File: src/rtl/mux2_rr_sel_gen.sv
// Round-robin select generator feeding a 2:1 mux through a 1-entry valid/ready stage.
// Optional grant counters: define MUX2_RR_GRANT_CNT_EN.
module mux2_rr_sel_gen #(
  parameter int DW    = 1,
  parameter int BURST = 1
) (
  input  logic          clk,
  input  logic          rst_n,
  input  logic          req0,
  input  logic [DW-1:0] in0,
  output logic          ack0,
  input  logic          req1,
  input  logic [DW-1:0] in1,
  output logic          ack1,
  output logic          sel,
  output logic          out_valid,
  output logic [DW-1:0] out_data,
  input  logic          out_ready
`ifdef MUX2_RR_GRANT_CNT_EN
  ,
  output logic [7:0]    gnt_cnt0,
  output logic [7:0]    gnt_cnt1
`endif
);

  localparam int CW = $clog2(BURST) + 1;

  typedef enum logic {EMPTY, FULL} state_t;

  state_t        state_q, state_d;
  logic          sel_q, sel_d;
  logic [DW-1:0] data_q, data_d;
  logic          prio_q, prio_d;
  logic [CW-1:0] bcnt_q, bcnt_d;

  logic load_ok;
  logic grant;
  logic w;

  assign out_valid = (state_q == FULL);
  assign out_data  = data_q;
  assign sel       = sel_q;

  assign load_ok = !out_valid | out_ready;
  assign grant   = rst_n & load_ok & (req0 | req1);
  assign w       = (req0 & req1) ? prio_q : req1;
  assign ack0    = grant & ~w;
  assign ack1    = grant & w;

  always_comb begin
    state_d = state_q;
    sel_d   = sel_q;
    data_d  = data_q;
    prio_d  = prio_q;
    bcnt_d  = bcnt_q;
    if (grant) begin
      state_d = FULL;
      sel_d   = w;
      data_d  = w ? in1 : in0;
      // Favoured side keeps priority until it has used its burst.
      if (w == prio_q && bcnt_q != CW'(BURST - 1)) begin
        bcnt_d = bcnt_q + 1'b1;
      end else begin
        prio_d = ~w;
        bcnt_d = '0;
      end
    end else if (out_valid && out_ready) begin
      state_d = EMPTY;
    end
  end

  always_ff @(posedge clk) begin
    if (!rst_n) begin
      state_q <= EMPTY;
      sel_q   <= 1'b0;
      data_q  <= '0;
      prio_q  <= 1'b0;
      bcnt_q  <= '0;
    end else begin
      state_q <= state_d;
      sel_q   <= sel_d;
      data_q  <= data_d;
      prio_q  <= prio_d;
      bcnt_q  <= bcnt_d;
    end
  end

`ifdef MUX2_RR_GRANT_CNT_EN
  logic [7:0] gc0_q, gc1_q;

  assign gnt_cnt0 = gc0_q;
  assign gnt_cnt1 = gc1_q;

  // Saturating counters; no wrap past 255.
  always_ff @(posedge clk) begin
    if (!rst_n) begin
      gc0_q <= '0;
      gc1_q <= '0;
    end else begin
      if (ack0 && gc0_q != 8'hFF) gc0_q <= gc0_q + 8'd1;
      if (ack1 && gc1_q != 8'hFF) gc1_q <= gc1_q + 8'd1;
    end
  end
`endif

endmodule

File: config.mk
export PLATFORM = sky130hd
export DESIGN_NAME = mux2_rr_sel_gen
export DESIGN_NICKNAME = d
export VERILOG_FILES = /design/src/rtl/mux2_rr_sel_gen.sv
export SDC_FILE = /design/constraint.sdc
export NUM_CORES = 1
export LEC_CHECK = 0
export CAP_MARGIN = 20
export CORE_AREA = 2 2 39 41
export DETAILED_ROUTE_END_ITERATION = 8
export DIE_AREA = 0 0 41 43
export HOLD_SLACK_MARGIN = 0.08
export SLEW_MARGIN = 15
export SYNTH_ARGS = -nofsm -noshare
export SYNTH_HDL_FRONTEND = slang
export SYNTH_SLANG_ARGS = --single-unit
File: constraint.sdc
create_clock -name clk -period 1 [get_ports clk]
set_input_delay 0.1 -clock clk [delete_from_list [all_inputs] [get_ports clk]]
set_output_delay 0.1 -clock clk [all_outputs]
set_load 0.02 [all_outputs]
==> summary.md, run 1 <==
| Metric | Value |
|---|---|
| Status | complete, but fails checks |
| Violations in the final reports | setup timing |
| Fraction of synthesized cell area in xor and xnor cells | 0% |
| Clock root buffer master | sky130_fd_sc_hd__clkbuf_4 |
| Simple-Gate Fraction of Synth Area | 22.5% |
| Antenna diode count | 0 |
| Initial drt markers | 2 |
| Number of antenna violations at the first check in global routing | 0 |
| Kind of end point of the critical path | primary output |
| Critical path destination | ack0 |
| Share of the clock period used by the worst path | 128% |
| Highest Clock Rate | 0.781 GHz |
| Ordered list of cells on the worst path | nor2b_4, or2_4, a21oi_2, buf_4 |
| Crit path launch type | flip-flop |
| Largest voltage drop on the vdd net | 0.593 mV |
| Required arrival time at the worst endpoint | 900 ps |
| Sequential element share of the synthesized area | 41.9% |
| Number of filler instances in the final layout | 145 |
| Area of the core | 1380 um2 |
| Maximum level of the CTS H-tree | 1 |
| Type of the worst setup path | flip-flop to primary output |
| Total Negative Setup Slacks | -1040 ps |
| Remaining design rule violation count | 0 |
| Weighted congestion at the end of routability-driven global placement | 0.807 |
| Die area | 1760 um2 |
| Count of cells along the worst register-to-register path | 5 |
| Sinks on the clock net | 5 |
| Fin nets | 57 |
| Vias | 284 |
| Detail Route Antenna Nets | 0 |
| Horizontal die dimension | 41 um |
| Largest clock skew in the final design | 3.68 ps |
| Post-route minimum period | 1280 ps |
| Total global routing track utilization | 8.94% |
| Area fraction in compound gates after synthesis | 32.5% |
| Max-cap violations | 0 |
| Area Growth Syn to Fin | 108% |
| Via count of the first global-routing pass | 251 |
| Fin. Hold Viols | 0 |
| Actual slew at the worst max-slew pin | 210 ps |
| Max transition margin | 86.1% |
| DP Wirelength | 448 um |
| Total of buffers placed on input and output ports | 11 |
| Clock tree from TritonCTS | done |
| Fraction of met3 tracks used by global routing | 3.14% |
| Clock network latency to the later pin of the worst-skew pair | 240 ps |
| Worst slack at placement | -730 ps |
| Cell Area, Synth | 239 um2 |
| Hold-fix buffers, CTS | 0 |
| Syn_area_per_cell | 9.96 um2 |
| Total clock buffers created by CTS | 3 |
| Met1 Use GR | 10.3% |
| Proportion of layout cells with a drive suffix above 1 | 53.1% |
| Non-Filler Instances | 65 |
| Flip-flop and latch count after synthesis | 5 |
| Chip height | 43 um |
| Cell area after layout | 498 um2 |
| Number of standard cells after synthesis | 24 |
| Met2 global-route usage | 12.2% |
| Detailed Routing Iterations Pass 1 | 4 |
| RSZ-0062 raised after global routing | yes |
| Mean routed wirelength per cell | 9.72 um |
| Largest family of logic cells by synthesized area | compound AO/OA/AOI/OAI gates |
| Post-synthesis adder-cell area fraction | 0% |
| Synthesized net count | 31 |
| Final setup vio count | 6 |
| Slowest cell on the critical path | sky130_fd_sc_hd__dfxtp_4 |
| IO Count | 12 |
| Worst Path Arrival | 1180 ps |
| Register-to-register path setup slack | -220 ps |
| Multiplexer fraction of the synthesized cell area | 0% |
| Leakage power summed over all cells | 0.235 nW |
| Total Wirelength | 632 um |
| Placed instance area | 437 um2 |
| Total placed cells including tap cells | 59 |
| Maximum fanout count along the critical path | 4 |
| Largest net degree at the start of global routing | 7 |
| Capturing point of the worst reg2reg path | prio_q$_SDFFE_PN0P_ |
| Placement row count | 14 |
| Detail-routed via count per cell | 4.37 |
| Ys Warns | 0 |
| CTS clk-pin slew, worst paths | 40 ps |
| Busiest grt layer | met2 |
| First-pass GRT wire length | 979 um |
| Start point of the critical path | out_valid$_SDFFE_PN0P_ |
| Worst Hold Class | primary input to flip-flop |
| Initial core utilization | 17.3% |
| Final standard cell utilization of the core | 36.0% |
| Global route total overflow | 0 |
| Distinct cell type count of the synthesized netlist | 18 |
| Delay of the slowest cell on the worst path | 330 ps |
| Number of max-slew violations in the final report | 0 |
| Bufs on Longest Clock Path | 2 |
| P per Cell Area | 1250 nW/um2 |
| Critical register-to-register path startpoint | out_valid$_SDFFE_PN0P_ |
| Setup slack after layout | -280 ps |
[worst max-delay path: cells and delay by family (launching register included)]
kind,cells,cell delay (ps)
buffers and inverters,1,150
AND/OR/NAND/NOR,2,360
AO/OA/AOI/OAI,1,100
flip-flops,1,330
[repair_timing]
action                                  4_1_cts  5_1_grt
endpoints found under the setup margin        8        9
pin swaps                                     0        4
buffers inserted                              1        1
resized for setup                            17       11
[worst min path at each step]
stage,slack (ps),endpoint,depth (start not counted),from
2_1_floorplan,220,prio_q$_SDFFE_PN0P_,1,rst_n
3_3_place_gp,470,sel$_SDFFE_PN0P_,2,sel$_SDFFE_PN0P_
3_5_place_dp,480,sel$_SDFFE_PN0P_,2,sel$_SDFFE_PN0P_
4_1_cts,380,out_valid$_SDFFE_PN0P_,3,req0
5_1_grt,330,out_valid$_SDFFE_PN0P_,3,req1
6_report,300,out_valid$_SDFFE_PN0P_,3,req1
[final cells by class]
| class | instances | area [um2] | share of cell area, % |
|---|---|---|---|
| tap | 16 | 20.0 | 4.02 |
| clock buffer | 4 | 26.3 | 5.28 |
| inverter | 2 | 7.51 | 1.51 |
| sequential | 5 | 105 | 21.1 |
| timing repair buffer | 21 | 186 | 37.4 |
| multi-input combinational | 17 | 153 | 30.7 |
[cell usage after synthesis]
cell | instances | area [um2]
sky130_fd_sc_hd__inv_1 | 2 | 7.51
sky130_fd_sc_hd__nand2b_1 | 1 | 6.26
sky130_fd_sc_hd__and3_1 | 1 | 6.26
sky130_fd_sc_hd__o21ai_2 | 1 | 8.76
sky130_fd_sc_hd__o311a_1 | 1 | 10.0
sky130_fd_sc_hd__o21a_1 | 1 | 7.51
sky130_fd_sc_hd__nor3_1 | 1 | 5.00
sky130_fd_sc_hd__o31a_1 | 1 | 8.76
sky130_fd_sc_hd__o31a_2 | 1 | 10.0
sky130_fd_sc_hd__a21boi_0 | 2 | 15.0
sky130_fd_sc_hd__nor2b_4 | 1 | 13.8
sky130_fd_sc_hd__a21oi_1 | 1 | 5.00
sky130_fd_sc_hd__o21bai_1 | 1 | 7.51
sky130_fd_sc_hd__dfxtp_1 | 5 | 100
sky130_fd_sc_hd__nand4b_1 | 1 | 8.76
sky130_fd_sc_hd__o21ai_0 | 1 | 5.00
sky130_fd_sc_hd__or2_1 | 1 | 6.26
sky130_fd_sc_hd__and3_2 | 1 | 7.51
[registers in the layout, indices dropped and copies added, names as in the netlist]
| name | flops |
|---|---|
| bcnt_q | 1 |
| sel | 1 |
| out_data | 1 |
| prio_q | 1 |
| out_valid | 1 |
[power breakdown]
group          switching (mW)  internal (mW)  leakage [nW]  total (mW)
Sequential            0.00498          0.212        0.0420       0.217
Combinational          0.0682         0.0973         0.178       0.166
Clock                  0.0868          0.151        0.0150       0.238
[cell families (layout without fill, tap and decap cells)]
logic type,count (synthesis),after routing
AO/OA/AOI/OAI,10,10
buffers and inverters,2,27
flip-flops,5,5
AND/OR/NAND/NOR,7,7
[metal layers]
metal  vias up  share of wire (%)
met2        12                 41
met1       129                 47
met5         -                  0
li1        139                  -
met3         4                7.8
met4         0                3.6
[layout by cell type, fill, tap and decap left out]
master / netlist / routed
sky130_fd_sc_hd__dlygate4sd2_1: 0 / 2
sky130_fd_sc_hd__nor2b_4: 1 / 1
sky130_fd_sc_hd__and3_4: 0 / 1
sky130_fd_sc_hd__a21boi_1: 0 / 1
sky130_fd_sc_hd__a21boi_0: 2 / 1
sky130_fd_sc_hd__dfxtp_1: 5 / 3
sky130_fd_sc_hd__inv_1: 2 / 2
sky130_fd_sc_hd__buf_4: 0 / 9
sky130_fd_sc_hd__nor3_1: 1 / 1
sky130_fd_sc_hd__and3_1: 1 / 1
sky130_fd_sc_hd__nand2b_4: 0 / 1
sky130_fd_sc_hd__dlymetal6s2s_1: 0 / 1
sky130_fd_sc_hd__clkbuf_2: 0 / 1
sky130_fd_sc_hd__o21bai_1: 1 / 1
sky130_fd_sc_hd__a21oi_2: 0 / 1
sky130_fd_sc_hd__dfxtp_2: 0 / 1
sky130_fd_sc_hd__clkbuf_4: 0 / 3
sky130_fd_sc_hd__nand4b_1: 1 / 1
sky130_fd_sc_hd__dfxtp_4: 0 / 1
sky130_fd_sc_hd__or2_4: 0 / 1
sky130_fd_sc_hd__o21a_1: 1 / 1
sky130_fd_sc_hd__clkbuf_1: 0 / 1
sky130_fd_sc_hd__o21ai_2: 1 / 2
sky130_fd_sc_hd__buf_6: 0 / 3
sky130_fd_sc_hd__o31a_2: 1 / 1
sky130_fd_sc_hd__o311a_1: 1 / 1
sky130_fd_sc_hd__clkdlybuf4s15_1: 0 / 1
sky130_fd_sc_hd__clkdlybuf4s50_1: 0 / 4
sky130_fd_sc_hd__o31a_1: 1 / 1
[through the flow]
step | hold slack, ps | power (mW)
after detailed placement | 480 | 0.371
after floorplan | 218 | 0.279
after CTS | 384 | 0.613
after global placement | 473 | 0.371
after global routing | 334 | 0.655
final | 302 | 0.620
(Power assumes the default switching activity.)
==> run 2: changes to the inputs <==
- ABC_AREA: default -> 1
==> run 2 against run 1 <==
Against the previous run: the flow still finishes with violations (setup timing); clock-buffer cell count unchanged; routed wire length rose by 7.9%; power up 3.1%; area after synthesis increased by 13%; die area is the same; final area up 4.3%; largest power group unchanged; highest routed layer is now met3.
==> summary.md, run 2 <==
| Metric | Value |
|---|---|
| Max-cap violations | 0 (unchanged) |
| Detail-routed via count per cell | 3.99 (-8.8%) |
| Total clock buffers created by CTS | 3 (unchanged) |
| IO Count | 12 (unchanged) |
| Violations in the final reports | setup timing |
| Highest Clock Rate | 0.905 GHz (+16%) |
| Crit path buf inv count | 3 (+2) |
| Required arrival time at the worst endpoint | 900 ps (about the same) |
| Die area | 1760 um2 (unchanged) |
| Largest net degree at the start of global routing | 5 (-2) |
| Sinks on the clock net | 5 (unchanged) |
| Synthesized net count | 42 (+35%) |
| Library cell occupying the most area in the post-synthesis netlist | sky130_fd_sc_hd__dfxtp_1 |
| Detailed Routing Iterations Pass 1 | 1 (-3) |
| Vias | 303 (+6.7%) |
| P per Cell Area | 1230 nW/um2 (-1.1%) |
| Source of the worst hold timing path | rst_n |
| Maximum fanout count along the critical path | 4 (unchanged) |
| Largest clock skew in the final design | 2.72 ps (-0.962 ps) |
| Sequential element share of the synthesized area | 37.0% (-4.8 points) |
| Ordered list of cells on the worst path | inv_2, nand2_4, nand2_4, inv_2, nor2_4, buf_6 |
| Initial drt markers | 0 (-2) |
| Worst slack at placement | -726 ps (+4.41 ps) |
| Detail Route Antenna Nets | 0 (unchanged) |
| Crit path launch type | flip-flop |
| Status | complete, but fails checks |
| Area of the core | 1380 um2 (unchanged) |
| Count of cells along the worst register-to-register path | 6 (+1) |
| Bufs on Longest Clock Path | 2 (unchanged) |
| Ranking of synthesized cells by area | sky130_fd_sc_hd__dfxtp_1, sky130_fd_sc_hd__nor2_4, sky130_fd_sc_hd__nand2_1, sky130_fd_sc_hd__nand3_1, sky130_fd_sc_hd__nand2_2 |
| Ys Warns | 0 (unchanged) |
| Number of standard cells after synthesis | 35 (+46%) |
| RSZ-0062 raised after global routing | yes |
| Chip height | 43 um (unchanged) |
| Mean routed wirelength per cell | 8.97 um (-7.7%) |
| Slowest cell on the critical path | sky130_fd_sc_hd__dfxtp_2 |
| Distinct cell type count of the synthesized netlist | 13 (-5) |
| Dominant synthesized flop cell | sky130_fd_sc_hd__dfxtp_1 |
| Fin nets | 68 (+19%) |
| Type of the worst setup path | flip-flop to primary output |
| Global route total overflow | 0 (unchanged) |
| Leakage power summed over all cells | 0.255 nW (+8.4%) |
| Worst Path Arrival | 1010 ps (-170 ps) |
| Number of logic stages on the critical path including buffering | 6 (+2) |
| Hold Crit Depth | 4 (+1) |
| Syn_area_per_cell | 7.72 um2 (-22%) |
| Cell Area, Synth | 270 um2 (+13%) |
| Commonest cells post-synth | sky130_fd_sc_hd__nand2_1, sky130_fd_sc_hd__dfxtp_1, sky130_fd_sc_hd__inv_1, sky130_fd_sc_hd__nand3_1 |
| Setup slack after layout | -105 ps (+175 ps) |
| Number of antenna violations at the first check in global routing | 0 (unchanged) |
| Total global routing track utilization | 11.0% (+2.0 points) |
| Capturing point of the worst reg2reg path | prio_q$_SDFFE_PN0P_ |
| Actual slew at the worst max-slew pin | 225 ps (+14.9 ps) |
| Initial core utilization | 19.5% (+2.3 points) |
| Clock root buffer master | sky130_fd_sc_hd__clkbuf_4 |
| Maximum level of the CTS H-tree | 1 (unchanged) |
| Post-route minimum period | 1110 ps (-175 ps) |
| Placed instance area | 453 um2 (+3.7%) |
| Final setup vio count | 2 (-4) |
| Kind of end point of the critical path | primary output |
| Total Wirelength | 682 um (+7.9%) |
| Leading cell types in the layout, fill and taps excluded | sky130_fd_sc_hd__buf_4, sky130_fd_sc_hd__inv_2, sky130_fd_sc_hd__nand2_4, sky130_fd_sc_hd__nand2_1, sky130_fd_sc_hd__dlygate4sd2_1 |
| Area Growth Syn to Fin | 92.1% |
| Largest voltage drop on the vdd net | 0.477 mV (-19%) |
| Number of max-slew violations in the final report | 0 (unchanged) |
| Fraction of registers with async set/reset | 0% (unchanged) |
| Horizontal die dimension | 41 um (unchanged) |
| Antenna diode count | 0 (unchanged) |
| Portion of synthesized cell area occupied by the leading cell type | 37.0% (-4.8 points) |
| Delay of the slowest cell on the worst path | 320 ps (about the same) |
| Share of the clock period used by the worst path | 111% (-18 points) |
| Worst Hold Class | primary input to flip-flop |
| Fin. Hold Viols | 0 (unchanged) |
| Clock tree from TritonCTS | done |
| Via count of the first global-routing pass | 289 (+15%) |
| Max transition margin | 85.0% (-1.0 points) |
| First-pass GRT wire length | 1.20 mm (+23%) |
| Flip-flop and latch count after synthesis | 5 (unchanged) |
| Cell area after layout | 519 um2 (+4.3%) |
| EDFF count, synth | 0 (unchanged) |
| Total of buffers placed on input and output ports | 11 (unchanged) |
| Final standard cell utilization of the core | 37.5% (+1.5 points) |
| Clock network latency to the later pin of the worst-skew pair | 250 ps (about the same) |
| Worst path top cell family by delay | flip-flops |
| Most common library cell in the layout ignoring fill and taps | sky130_fd_sc_hd__buf_4 |
| Remaining design rule violation count | 0 (unchanged) |
| Weighted congestion at the end of routability-driven global placement | 0.715 (-11%) |
| Register-to-register path setup slack | 50 ps (+270 ps) |
| CTS clk-pin slew, worst paths | 50 ps (about the same) |
| Most common cell in the netlist | sky130_fd_sc_hd__nand2_1 |
| Proportion of layout cells with a drive suffix above 1 | 61.7% (+8.6 points) |
| Placement row count | 14 (unchanged) |
| Critical register-to-register path startpoint | out_valid$_SDFFE_PN0P_ |
| End point of the worst hold path | bcnt_q$_SDFFE_PN0P_ |
## run 2: cell count changes after synthesis, sizes merged, moves of 2 or more
cell and change:
nand2 +10, nor2 +6, inv +4, nand3 +4, a21boi -2, a21oi +2, and3 -2, o31a -2
## run 2: logic make-up (layout without fill, tap and decap cells)
group / after synthesis / count (layout) / synth area share [%]
buffers and inverters: 6 / 31 / 8.33
DFF: 5 / 5 / 37.0
AOI/OAI and AO/OA: 4 / 4 / 10.2
and+or+nand+nor: 20 / 20 / 44.4
## run 2: area by class of cell
class                      instances  area, um2
clock buffer                       4       26.3
fill                             142        865
inverter                           6       22.5
multi-input combinational         24        175
sequential                         5        103
tap                               16       20.0
timing repair buffer              21        173
## run 2: layer usage
| layer | track usage [%] | wire length [um] | up-vias |
|---|---|---|---|
| met1 | 11.0 | 267 | 137 |
| li1 | - | - | 157 |
| met2 | 15.9 | 355 | 9 |
| met4 | 4.00 | 0 | 0 |
| met3 | 9.42 | 59 | 0 |
| met5 | 0 | 0 | - |
## run 2: per-stage QoR
step	setup TNS, ps	std cells	hold WS (ps)	power [mW]
6_report	-184	76	352	0.640
5_1_grt	-323	76	393	0.684
4_1_cts	-246	75	344	0.641
3_5_place_dp	-2600	69	446	0.383
3_3_place_gp	-2520	69	444	0.382
2_1_floorplan	0	35	229	0.297
## run 2: report_power, final
part	internal (mW)	total, mW	switching [mW]
Clock	0.151	0.243	0.0913
Sequential	0.213	0.220	0.00692
Combinational	0.0886	0.177	0.0886
## run 2: worst max-delay path by stage
stage                             to                    from
floorplan           sel$_SDFFE_PN0P_  out_valid$_SDFFE_PN0P_
global placement                ack0                    req1
detailed placement              ack1                    req1
CTS                             ack0     prio_q$_SDFFE_PN0P_
global route                    ack0     prio_q$_SDFFE_PN0P_
finish                          ack0     prio_q$_SDFFE_PN0P_
## run 2: repair_timing
action                     CTS  global route
pin swaps                    6             4
setup buffers                2             1
setup endpoints to repair    8             6
gates resized for setup     30             6
cloned                       0             0
hold buffers                 0             0
## run 2: worst reg2reg max path: stages (launching register included)
cell,delay (ps)
sky130_fd_sc_hd__dfxtp_2,340
sky130_fd_sc_hd__nand2_4,60
sky130_fd_sc_hd__buf_6,120
sky130_fd_sc_hd__buf_4,130
sky130_fd_sc_hd__nand3_2,60
sky130_fd_sc_hd__nand2_1,60
sky130_fd_sc_hd__a21oi_2,120
==> run 3: changes to the inputs <==
- PLACE_DENSITY: default -> 0.43
- RECOVER_POWER: default -> 25
==> run 3 against run 2 <==
Against the previous run: the flow still finishes with violations (setup timing); global-route usage down 1.3 points; highest routed layer is now met4; core utilization is 0.99 points lower; cell count unchanged; critical path depth did not move; critical path type unchanged; sequential cell count unchanged.
==> summary.md, run 3 (synthesis gave the netlist of run 2 again) <==
| Metric | Value |
|---|---|
| Status | complete, but fails checks |
| Violations in the final reports | setup timing |
| Largest voltage drop on the vdd net | 0.636 mV (+33%) |
| Register-to-register path setup slack | -80 ps (-130 ps) |
| Total global routing track utilization | 9.64% (-1.3 points) |
| Source of the worst hold timing path | rst_n |
| Chip height | 43 um (unchanged) |
| Actual slew at the worst max-slew pin | 219 ps (-5.74 ps) |
| Die area | 1760 um2 (unchanged) |
| Mean routed wirelength per cell | 8.55 um (-4.7%) |
| Crit path launch type | flip-flop |
| Count of cells along the worst register-to-register path | 9 (+3) |
| Clock network latency to the later pin of the worst-skew pair | 240 ps (about the same) |
| Delay of the slowest cell on the worst path | 320 ps (about the same) |
| Weighted congestion at the end of routability-driven global placement | 0.677 (-5.2%) |
| Fin nets | 68 (unchanged) |
| Cell mode on critical path | sky130_fd_sc_hd__inv_2 |
| Largest net degree at the start of global routing | 4 (-1) |
| Placed instance area | 468 um2 (+3.3%) |
| Leakage power summed over all cells | 0.250 nW (-2.1%) |
| Capturing point of the worst reg2reg path | out_data$_SDFFE_PN0P_ |
| Area of the core | 1380 um2 (unchanged) |
| Initial drt markers | 0 (unchanged) |
| Type of the worst setup path | flip-flop to primary output |
| Clock tree from TritonCTS | done |
| Number of filler instances in the final layout | 154 (+8.5%) |
| Worst Hold Class | primary input to flip-flop |
| Crit path buf inv count | 3 (unchanged) |
| Required arrival time at the worst endpoint | 900 ps (about the same) |
| Ordered list of cells on the worst path | inv_2, nand2_2, nand2_4, inv_2, nor2_4, buf_6 |
| Total Wirelength | 650 um (-4.7%) |
| Global route total overflow | 0 (unchanged) |
| Sinks on the clock net | 5 (unchanged) |
| Critical register-to-register path startpoint | prio_q$_SDFFE_PN0P_ |
| Kind of end point of the critical path | primary output |
| End point of the worst hold path | bcnt_q$_SDFFE_PN0P_ |
| Cell area after layout | 505 um2 (-2.7%) |
| Total placed cells including tap cells | 71 (+2.9%) |
| Detailed Routing Iterations Pass 1 | 1 (unchanged) |
| Area occupied by multi-input gates | 163 um2 (-7.1%) |
| Proportion of layout cells with a drive suffix above 1 | 56.7% (-5.0 points) |
| Leading cell types in the layout, fill and taps excluded | sky130_fd_sc_hd__buf_4, sky130_fd_sc_hd__nand2_1 |
| Number of max-slew violations in the final report | 0 (unchanged) |
| First-pass GRT wire length | 1.07 mm (-11%) |
| Most common library cell in the layout ignoring fill and taps | sky130_fd_sc_hd__buf_4 |
| Maximum level of the CTS H-tree | 1 (unchanged) |
| IO Count | 12 (unchanged) |
| Antenna diode count | 0 (unchanged) |
| Vias | 296 (-2.3%) |
| Total of buffers placed on input and output ports | 11 (unchanged) |
| Bufs on Longest Clock Path | 2 (unchanged) |
| Number of antenna violations at the first check in global routing | 0 (unchanged) |
| Non-Filler Instances | 76 (unchanged) |
| Final setup vio count | 4 (+2) |
| Hold Crit Depth | 4 (unchanged) |
| Via count of the first global-routing pass | 281 (-2.8%) |
| Maximum fanout count along the critical path | 3 (-1) |
| DP Wirelength | 542 um |
| Largest clock skew in the final design | 1.15 ps (-1.57 ps) |
| CTS clk-pin slew, worst paths | 40 ps (about the same) |
| Clock root buffer master | sky130_fd_sc_hd__clkbuf_4 |
| Slowest cell on the critical path | sky130_fd_sc_hd__dfxtp_2 |
| Horizontal die dimension | 41 um (unchanged) |
| Storage cell area | 101 um2 (-1.2%) |
| Share of the clock period used by the worst path | 109% (-1.8 points) |
| Total clock buffers created by CTS | 3 (unchanged) |
| Detail Route Antenna Nets | 0 (unchanged) |
| RSZ-0062 raised after global routing | yes |
| Area Growth Syn to Fin | 87.0% |
| Max-cap violations | 0 (unchanged) |
| Highest Clock Rate | 0.920 GHz (+1.6%) |
| Post-route minimum period | 1090 ps (-17.8 ps) |
| Worst path top cell family by delay | flip-flops |
| Initial core utilization | 19.5% (unchanged) |
| P per Cell Area | 1240 nW/um2 (+0.71%) |
| Placement row count | 14 (unchanged) |
| Max transition margin | 85.4% (+0.38 points) |
| Detail-routed via count per cell | 3.89 (-2.3%) |
| Setup slack after layout | -87.4 ps (+17.8 ps) |
| Remaining design rule violation count | 0 (unchanged) |
| Worst Path Arrival | 990 ps (-20 ps) |
| Fin. Hold Viols | 0 (unchanged) |
==> run 3: how the worst max path moves through the flow <==
| stage | slack, ps | startpoint | cells after the start | endpoint |
|---|---|---|---|---|
| 2_1_floorplan | 30 | out_valid$_SDFFE_PN0P_ | 5 | sel$_SDFFE_PN0P_ |
| 3_3_place_gp | -700 | req1 | 6 | ack1 |
| 3_5_place_dp | -700 | req1 | 6 | ack0 |
| 4_1_cts | -110 | prio_q$_SDFFE_PN0P_ | 6 | ack0 |
| 5_1_grt | -150 | prio_q$_SDFFE_PN0P_ | 9 | out_data$_SDFFE_PN0P_ |
| 6_report | -90 | prio_q$_SDFFE_PN0P_ | 6 | ack0 |
==> run 3: worst reg2reg max path, delay by kind of cell, from the launching register on <==
kind / cells / cell delay (ps)
compound gates: 1 / 50
buf+inv: 3 / 280
flops: 1 / 330
simple gates: 5 / 290
==> run 3: layout make-up <==
class	count	share of cell area, %
Tap cell	16	3.96
Inverter	6	4.46
Clock buffer	4	5.20
Multi-Input combinational cell	24	32.2
Timing Repair Buffer	21	34.2
Sequential cell	5	20.0
==> run 3: power breakdown <==
part	switching (mW)	internal, mW	total (mW)
combinational	0.0847	0.0876	0.172
sequential	0.00743	0.212	0.220
clock	0.0841	0.151	0.235
total	0.176	0.451	0.627
==> run 3: metal layers <==
layer  up-vias  wire [um]  GRT usage [%]
li1        159          -              -
met1       129        305           9.32
met2         6        289           13.4
met3         2         44           7.85
met4         0         10           6.00
met5         -          0              0
==> run 3: stage by stage <==
step	power (mW)	setup slack [ps]	hold slack [ps]	util, %	TNS, ps
5_1_grt	0.667	-150	377	36.5	-590
6_report	0.627	-87.4	363	36.5	-221
2_1_floorplan	0.297	27.0	229	-	0
3_3_place_gp	0.393	-705	446	33.8	-2630
3_5_place_dp	0.393	-703	455	33.8	-2590
4_1_cts	0.639	-107	354	36.4	-265
==> run 3: repair_timing <==
| item | in CTS | in global routing |
|---|---|---|
| setup endpoints to repair | 8 | 8 |
| resized for setup | 26 | 6 |
| hold endpoints to repair | 0 | 0 |
| pin swaps | 3 | 0 |
| setup buffers | 1 | 0 |
| hold buffers | 0 | 0 |
